==> src/rtl/lol_writer.sv <==
// Transmit side of the 3-bit LOL symbol stream: one letter per handshake, then a blank terminator.
// Optional one-entry request queue enabled by defining LOL_WRITER_QUEUE_EN.
module lol_writer (
  input  logic       clk,
  input  logic       restart,
  input  logic       go,
  input  logic [1:0] letter,
  output logic       ready,
  output logic [2:0] bits,
  output logic       busy,
  output logic       done,
  output logic       err
);

  // state | meaning
  // IDLE  | no letter in flight, bits=000
  // SYM1  | first symbol of the active letter on bits
  // SYM2  | second symbol
  // SYM3  | third symbol (O and Y only)
  // TERM  | 000 terminator, done pulse, may accept the next letter
  typedef enum logic [2:0] {IDLE, SYM1, SYM2, SYM3, TERM} state_t;

  localparam logic [1:0] LET_L = 2'b00;
  localparam logic [1:0] LET_O = 2'b01;
  localparam logic [1:0] LET_Y = 2'b10;
  localparam logic [1:0] LET_X = 2'b11;

  state_t     state, state_nx;
  logic [1:0] letter_q, letter_nx;
  logic [2:0] bits_nx;
  logic       req_valid, err_nx;

`ifdef LOL_WRITER_QUEUE_EN
  logic       pend_v, pend_v_nx;
  logic [1:0] pend_l, pend_l_nx;

  assign ready = ~pend_v;
`else
  assign ready = (state == IDLE) | (state == TERM);
`endif

  always_comb begin
    req_valid = go & ready & (letter != LET_X);
    err_nx    = go & ready & (letter == LET_X);
    state_nx  = state;
    letter_nx = letter_q;
`ifdef LOL_WRITER_QUEUE_EN
    pend_v_nx = pend_v;
    pend_l_nx = pend_l;
`endif
    case (state)
      IDLE: if (req_valid) begin
        state_nx  = SYM1;
        letter_nx = letter;
      end
      SYM1: state_nx = SYM2;
      SYM2: state_nx = (letter_q == LET_L) ? TERM : SYM3;
      SYM3: state_nx = TERM;
      TERM: begin
        state_nx = IDLE;
`ifdef LOL_WRITER_QUEUE_EN
        if (pend_v) begin
          state_nx  = SYM1;
          letter_nx = pend_l;
          pend_v_nx = 1'b0;
        end else
`endif
        if (req_valid) begin
          state_nx  = SYM1;
          letter_nx = letter;
        end
      end
      default: state_nx = IDLE;
    endcase
`ifdef LOL_WRITER_QUEUE_EN
    // Mid-letter requests wait in the pending slot until the terminator.
    if (req_valid && (state == SYM1 || state == SYM2 || state == SYM3)) begin
      pend_v_nx = 1'b1;
      pend_l_nx = letter;
    end
`endif
  end

  always_comb begin
    bits_nx = 3'b000;
    case (state_nx)
      SYM1: case (letter_nx)
        LET_L, LET_O: bits_nx = 3'b111;
        LET_Y:        bits_nx = 3'b100;
        default:      bits_nx = 3'b000;
      endcase
      SYM2: case (letter_nx)
        LET_L:   bits_nx = 3'b001;
        LET_O:   bits_nx = 3'b101;
        LET_Y:   bits_nx = 3'b011;
        default: bits_nx = 3'b000;
      endcase
      SYM3: case (letter_nx)
        LET_O:   bits_nx = 3'b111;
        LET_Y:   bits_nx = 3'b100;
        default: bits_nx = 3'b000;
      endcase
      default: bits_nx = 3'b000;
    endcase
  end

  always_ff @(posedge clk) begin
    if (restart) begin
      state    <= IDLE;
      letter_q <= LET_L;
      bits     <= 3'b000;
      busy     <= 1'b0;
      done     <= 1'b0;
      err      <= 1'b0;
`ifdef LOL_WRITER_QUEUE_EN
      pend_v   <= 1'b0;
      pend_l   <= LET_L;
`endif
    end else begin
      state    <= state_nx;
      letter_q <= letter_nx;
      bits     <= bits_nx;
      busy     <= (state_nx != IDLE);
      done     <= (state_nx == TERM);
      err      <= err_nx;
`ifdef LOL_WRITER_QUEUE_EN
      pend_v   <= pend_v_nx;
      pend_l   <= pend_l_nx;
`endif
    end
  end

endmodule

==> config.mk <==
export PLATFORM = sky130hd
export DESIGN_NAME = lol_writer
export DESIGN_NICKNAME = d
export VERILOG_FILES = /design/src/rtl/lol_writer.sv
export SDC_FILE = /design/constraint.sdc
export NUM_CORES = 1
export LEC_CHECK = 0
export ABC_AREA = 0
export BUFFER_PORTS_ARGS = -buffer_cell sky130_fd_sc_hd__buf_4
export CORE_AREA = 2 2 39 41
export DETAILED_ROUTE_END_ITERATION = 7
export DIE_AREA = 0 0 41 43
export PLACE_DENSITY = 0.6
export SKIP_CTS_REPAIR_TIMING = 1
export SLEW_MARGIN = 25
export SYNTH_ARGS = -nofsm -noshare
export SYNTH_HDL_FRONTEND = slang
export SYNTH_SLANG_ARGS = --single-unit
export TNS_END_PERCENT = 30
==> constraint.sdc <==
create_clock -name clk -period 2.6 [get_ports clk]
set_input_delay 0.52 -clock clk [delete_from_list [all_inputs] [get_ports clk]]
set_output_delay 0.52 -clock clk [all_outputs]
set_load 0.01 [all_outputs]
# After elaboration in Yosys (flattened, before gate mapping)
# Index checks and enable logic that the tools add are counted.
[totals]
register_bits = 11
in_bits = 5
wordCells = 38
[op_classes]
n_eq_ne = 12
n_mux = 10
bitwise = 4
n_reduce_logical = 6
[op_table]
columns = ["operator", "count"]
rows = [
  ["3-bit case mux with 3 select lines", 2],
  ["3-bit case mux with 5 select lines", 1],
  ["3-bit by 2-bit == test with 1-bit output, second input constant", 4],
  ["3-bit case mux with 2 select lines", 2],
  ["3-bit by 1-bit == test with 1-bit output, second input constant", 2],
  ["3-bit == test, second input constant", 2],
  ["3-bit 2-to-1 mux", 2],
  ["2-bit == test, second input constant", 2],
  ["2-bit zero test", 2],
  ["2-bit 2-to-1 mux", 2],
  ["2-bit OR reduction", 2],
  ["1-bit bitwise AND", 3],
  ["3-bit zero test", 1],
  ["3-bit nonzero test", 1],
  ["2-bit by 1-bit == test with 1-bit output, second input constant", 1],
  ["2-bit != test, second input constant", 1],
  ["1-bit 2-to-1 mux", 1],
  ["1-bit OR", 1],
]

# Longest topological paths before layout
# Gate-level depths: netlist of the first run.
[depth]
depth_word = 10
ltp_mapped = 8
ltp_nobuf = 7

# Worst setup path after synthesis of the first run
# OpenSTA, ideal clock, no wires.
[synth_timing]
path_kind = "input -> register"
startpoint = "input port go"
endpoint = "register bits[0]"
setup_time_ns = 0.130
t_arrival_ns = 1.872
required_time_ns = 2.470
setup_slack_ns = 0.598
stages = 7
path_cell_list = "or3b_4 > o22ai_2 > inv_1 > ha_1 > or2_2 > nand4b_4 > o311ai_1"
[synth_between]
elab_chain_cells = 8
elab_cells_between_ends = 18
classes_between = "eq/ne (5); mux (9); bitwise (2); reduce/logical (2)"
[synth_lines]
columns = ["element", "line", "rtl"]
rows = [
  ["from (decl)", "6", "input logic go,"],
  ["1-bit bitwise AND * (2 in series)", "43", "req_valid = go & ready & (letter != LET_X);"],
  ["2-bit 2-to-1 mux *", "52, 68", ""],
  ["2-bit 2-to-1 mux *", "--", ""],
  ["net letter_nx[0]", "29", "logic [1:0] letter_q, letter_nx;"],
  ["2-bit by 1-bit == test with 1-bit output / 2-bit zero test (equally long branches)", "87, 92, 98", ""],
  ["2-bit OR reduction", "87", "SYM1: case (letter_nx)"],
  ["3-bit case mux with 2 select lines", "87", ""],
  ["3-bit case mux with 3 select lines *", "86", "case (state_nx)"],
  ["to (signal assigned)", "122", "bits <= bits_nx;"],
  ["to (decl)", "9", "output logic [2:0] bits,"],
]
# Mark *: on every way through the listed nets, which the timed path passes. The rest lies on a longest branch.
# A chain may end at the register's enable or synchronous reset.

# Worst setup path in the final report of the first run
[layout_timing]
startpoint = "register state[1]"
endpoint = "register bits[2]"
[layout_between]
elab_chain_cells = 10
elab_cells_between_ends = 25
classes_between = "eq/ne (9); mux (9); bitwise (3); reduce/logical (4)"
[layout_lines]
columns = ["element", "line", "rtl"]
rows = [
  ["from (decl)", "28", "state_t state, state_nx;"],
  ["from (signal assigned)", "120", "state <= state_nx;"],
  ["3-bit == test / 3-bit zero test (equally long branches)", "39, 51", ""],
  ["1-bit OR", "39", "assign ready = (state == IDLE) | (state == TERM);"],
  ["1-bit bitwise AND (2 in series)", "43", ""],
  ["2-bit 2-to-1 mux", "52, 68", ""],
  ["2-bit 2-to-1 mux *", "--", ""],
  ["net letter_nx[1]", "29", ""],
  ["2-bit by 1-bit == test with 1-bit output / 2-bit zero test (equally long branches)", "87, 92, 98", ""],
  ["2-bit OR reduction", "87", ""],
  ["3-bit case mux with 2 select lines", "87", ""],
  ["3-bit case mux with 3 select lines *", "86", ""],
]
# Marked as above.

==> results of run 1 <==
==> cells in the final DEF, fill, tap and decap left out <==
cell type	count
dfxtp_1	11
buf_4	11
nor2_1	7
ha_1	6
nand3_1	4
nand2_1	3
or2_2	3
a21oi_1	3
clkbuf_4	3
nor4b_1	2
o22ai_2	2
inv_1	2
nand4_1	2
o311ai_1	2
or3b_4	1
nand4b_4	1
and2b_1	1
o21ba_2	1
nand2b_1	1
nand3b_1	1
nor3_1	1
clkbuf_1	1
==> logic make-up (layout without fill, tap and decap cells) <==
family | count (synthesis) | count (layout) | share of synthesized area [%]
AND/OR/NAND/NOR | 27 | 27 | 30.3
AO/OA/AOI/OAI | 8 | 8 | 12.2
buffers and inverters | 4 | 17 | 4.07
flip-flops | 11 | 11 | 39.8
adder cells (fa/ha/maj) | 6 | 6 | 13.6
==> worst paths after layout <==
path	from	to	slack, ps
setup / recovery	state[1]	bits[2]	580
hold / removal	restart	state[0]	480
setup reg to reg	state[1]	bits[2]	580
hold reg to reg	letter_q[0]	letter_q[0]	570
==> area by class of cell <==
type                       instances  area (sq um)
timing repair buffer              11          82.6
inverter                           2          7.51
clock buffer                       4          26.3
sequential                        11           220
fill                             143           717
tap                               16          20.0
multi-input combinational         41           310
==> per-layer routing <==
| layer | vias to the layer above | global-route usage (%) |
|---|---|---|
| met2 | 13 | 20.3 |
| met3 | 0 | 3.14 |
| li1 | 223 | - |
| met5 | - | 0 |
| met1 | 202 | 18.6 |
| met4 | 0 | 2.00 |
==> flip-flops by register name, indices dropped and copies added (netlist names) <==
register  cells
bits          3
state         3
letter_q      2
busy          1
done          1
err           1
==> power by group <==
part | leakage (uW) | internal, uW | switching, uW
clock | 0.0000150 | 59.1 | 53.2
sequential | 0.0000901 | 179 | 7.40
combinational | 0.000210 | 37.9 | 40.9
total | 0.000315 | 276 | 102
==> through the flow <==
stage                     util (%)  instances  hold WS (ps)  area, sq um  total power, uW
after floorplan                  -         56           510          553              243
after global placement        46.3         81           551          641              270
after detailed placement      46.3         81           548          641              270
after CTS                     48.2         85           478          667              382
after global routing          48.2         85           477          667              402
final                         48.2         85           477          667              378
==> worst max-delay path: stages, from the launching register on <==
cell,delay [ps]
dfxtp_1,400
or3b_4,440
o22ai_2,260
inv_1,120
ha_1,230
nor2_1,220
nand4_1,140
o311ai_1,100
==> metrics.txt, run 1 <==
leakage=0.000315 uW; Num CTS Buffers=3; Rel. slew slack=77.0%; Die ar.=1760 sq um; io pins=12; vias in the first global route=376; worst vdd ir=0.382 mV; hold path cells=2; CTS clock-pin slew for the worst setup and hold paths=70 ps; CP max FO=10; worst slack, placed=392 ps; routed length on met1=430 um; fin crit share=77.7%; Seq cells post-synth=11; Syn Inst Count=56; Worst Path Required=2760 ps; Synth Cell Area=553 sq um; top cells by area, synth=dfxtp_1, ha_1, nor2_1, o22ai_2, nand4b_4; gpl congestion=0.701; share of cells above drive strength 1=31.9%; R2R depth=7; final worst path period need=2020 ps; top_reg_cell synth=dfxtp_1; post-synth top area share=39.8%; n_diodes=0; initial antenna violation count=0; Max Cap Viol=0; DP HPWL=756 um; Synth area leader=dfxtp_1; Initial Util=40.0%; H-tree depth=1; Worst Hold Class=in -> reg; clock buffer depth=2; Vias=438; total grt overflow=0; RSZ-0062 raised after global routing=no; CTS Root Cell=clkbuf_4; Post-synth top cells=dfxtp_1, nor2_1, ha_1; Die W=41 um; syn nets=67; max-slew violations=0; CP startpoint kind=flip-flop; clock skew=2.25 ps; TritonCTS Sinks=11; vias per cell=5.15; fmax=0.495 GHz; port buffer count=11; Netlist cell types=21; Synthesis Warnings=0; Rows=14; CP Data Arrival Time=2180 ps; most frequent cell after synthesis=dfxtp_1; number of remaining DRC errors=0; Met2 Wirelength=478 um; top sig layer=met3; critical path type=reg -> reg; final worst slack=579 ps; CTS tree=built; nets@finish=81; Slew @ Worst Pin=341 ps; outcome=completed; DRT Pass-1 Iters=4; first-pass GRT wire length=1650 um; number of DRC markers in iteration 0=8; core area=1380 sq um; worst skew pair latency=250 ps; routed length per instance=11.4 um; syn avg cell area=9.88 sq um; GRT Resource Usage Total=13.2%; Post-Route Setup TNS=0 ps; CP Capture Type=flip-flop; Post-synth ARST share=0%; P&R area growth vs syn=20.6%; sequential area share after synthesis=39.8%; die height=43 um; met3 WL=60 um; # setup viols final=0; Final ANT Viol Nets=0; Post-synth EDFFs=0; final hold vios=0; pin count of the biggest net entering global routing=11; Detailed Route WL=969 um; Pwr per Cell Area=567 nW/um^2
(Power assumes the default switching activity.)
==> run 2, diff against run 1 <==
==> constraint.sdc (replaced) <==
create_clock -name clk -period 2.01 [get_ports clk]
set_input_delay 0.402 -clock clk [delete_from_list [all_inputs] [get_ports clk]]
set_output_delay 0.402 -clock clk [all_outputs]
set_load 0.01 [all_outputs]
==> metrics.txt, run 2 (synthesized netlist as in run 1, its figures left out) <==
RSZ-0062 raised after global routing=no (unchanged); CP Data Arrival Time=2020 ps (was 2180 ps); vias per cell=5.12 (was 5.15); io pins=12 (unchanged); GRT Resource Usage Total=15.7% (was 13.2%); clock buffer depth=2 (unchanged); Num CTS Buffers=3 (unchanged); total power=509 uW (was 378 uW); DRT Pass-1 Iters=4 (unchanged); first-pass GRT wire length=1790 um (was 1650 um); worst vdd ir=0.566 mV (was 0.382 mV); Final ANT Viol Nets=0 (unchanged); n_diodes=0 (unchanged); number of remaining DRC errors=0 (unchanged); placed cell areas=693 sq um (was 641 sq um); share of cells above drive strength 1=39.5% (was 31.9%); worst skew pair latency=260 ps (was 250 ps); routed length per instance=11.8 um (was 11.4 um); clock skew=3.36 ps (was 2.25 ps); CP cell instances=or3b_4, o22ai_2, inv_1, ha_1, or2_2, nand4b_4, o311ai_1 (was or3b_4, o22ai_2, inv_1, ha_1, nor2_1, nand4_1, o311ai_1); R2R depth=7 (unchanged); Storage cell area=220 sq um (unchanged); fmax=0.534 GHz (was 0.495 GHz); CP startpoint=state[0] (was state[1]); Worst Path Required=2160 ps (was 2760 ps); P&R area growth vs syn=31.2% (was 20.6%); filler cell count=145 (was 143); Setup crit end=bits[0] (was bits[2]); Largest regs=bits (3), state (3), letter_q (2) (unchanged); met2 GRT Util=22.8% (was 20.3%); final worst path period need=1870 ps (was 2020 ps); fin crit share=93.1% (was 77.7%); dpl cells=88 (was 81); Critical Path Stages=7 (unchanged); DP HPWL=866 um (was 756 um); die height=43 um (unchanged); vias in the first global route=434 (was 376); Post-Route Setup TNS=0 ps (unchanged); reg-to-reg slack, setup=140 ps (was 580 ps); total grt overflow=0 (unchanged); outcome=completed (unchanged); Multi-input gate area=317 sq um (was 310 sq um); Max Cap Viol=0 (unchanged); Die W=41 um (unchanged); hold path cells=2 (unchanged); Die ar.=1760 sq um (unchanged); fin cells=92 (was 85); CTS Root Cell=clkbuf_4 (unchanged); Slew @ Worst Pin=349 ps (was 341 ps); Vias=471 (was 438); nets@finish=88 (was 81); Reg2Reg Launch Point=state[0] (was state[1]); CTS clock-pin slew for the worst setup and hold paths=70 ps (about the same); slowest CP cell=or3b_4 (unchanged); R2R Path End=bits[0] (was bits[2]); Detailed Route WL=1090 um (was 969 um); number of DRC markers in iteration 0=10 (was 8); Worst Hold Class=in -> reg (unchanged); Rows=14 (unchanged); GRT met1 Usage=18.8% (was 18.6%); pin count of the biggest net entering global routing=9 (was 11); Post-Layout Inst Area=726 sq um (was 667 sq um); CP startpoint kind=flip-flop (unchanged); Pwr per Cell Area=701 nW/um^2 (was 567 nW/um^2); CP max FO=7 (was 10); CTS tree=built (unchanged); critical path type=reg -> reg (unchanged); most frequent cells in the layout=buf_4, dfxtp_1, nor2_1 (was dfxtp_1, buf_4, nor2_1); core area=1380 sq um (unchanged); max-slew violations=0 (unchanged); leakage=0.000352 uW (was 0.000315 uW); # setup viols final=0 (unchanged); final hold vios=0 (unchanged); CP Capture Type=flip-flop (unchanged); TritonCTS Sinks=11 (unchanged); gpl congestion=0.753 (was 0.701); cell family with most CP delay=simple AND/OR/NAND/NOR gates (unchanged); most common cell after layout, fill and taps aside=buf_4; slowest stage delay, CP=440 ps (about the same); GR peak layer=met2 (unchanged); Bufs and invs on worst path=1 (unchanged); Rel. slew slack=76.4% (was 77.0%); Initial Util=40.0% (unchanged); M3 GR Usage=9.95% (was 3.14%); H-tree depth=1 (unchanged); port buffer count=11 (unchanged); initial antenna violation count=0 (unchanged)
==> run 2: cell count changes in the layout (fill, tap and decap cells not counted), sizes merged <==
cell,before,now
buf,11,18
==> run 2: per-stage QoR <==
step	util [%]	hold WS (ps)	setup WS, ps
2_1_floorplan	-	510	113
3_3_place_gp	50.1	561	54.4
3_5_place_dp	50.1	557	40.8
4_1_cts	52.0	349	131
5_1_grt	52.4	345	30.0
6_report	52.4	357	138
==> run 2: power breakdown <==
part / internal, uW / switching [uW]
combinational: 64.1 / 58.6
sequential: 232 / 8.26
clock: 76.8 / 69.0
==> run 2: worst min path at each step <==
stage,start,end,slack [ps]
2_1_floorplan,letter_q[0],letter_q[0],510
3_3_place_gp,state[2],busy,560
3_5_place_dp,state[2],busy,560
4_1_cts,restart,busy,350
5_1_grt,restart,busy,340
6_report,restart,busy,360
==> run 2: metal layers <==
metal | vias to the layer above | routed length (um)
met1 | 217 | 490
met4 | 0 | 0
met5 | - | 0
met2 | 14 | 521
met3 | 0 | 77
li1 | 240 | -
==> run 2: cell type report <==
| class | instances | area share, % |
|---|---|---|
| Inverter | 2 | 1.03 |
| Timing Repair Buffer | 18 | 18.6 |
| Sequential cell | 11 | 30.3 |
| Clock buffer | 4 | 3.62 |
| Multi-Input combinational cell | 41 | 43.6 |
| Tap cell | 16 | 2.76 |
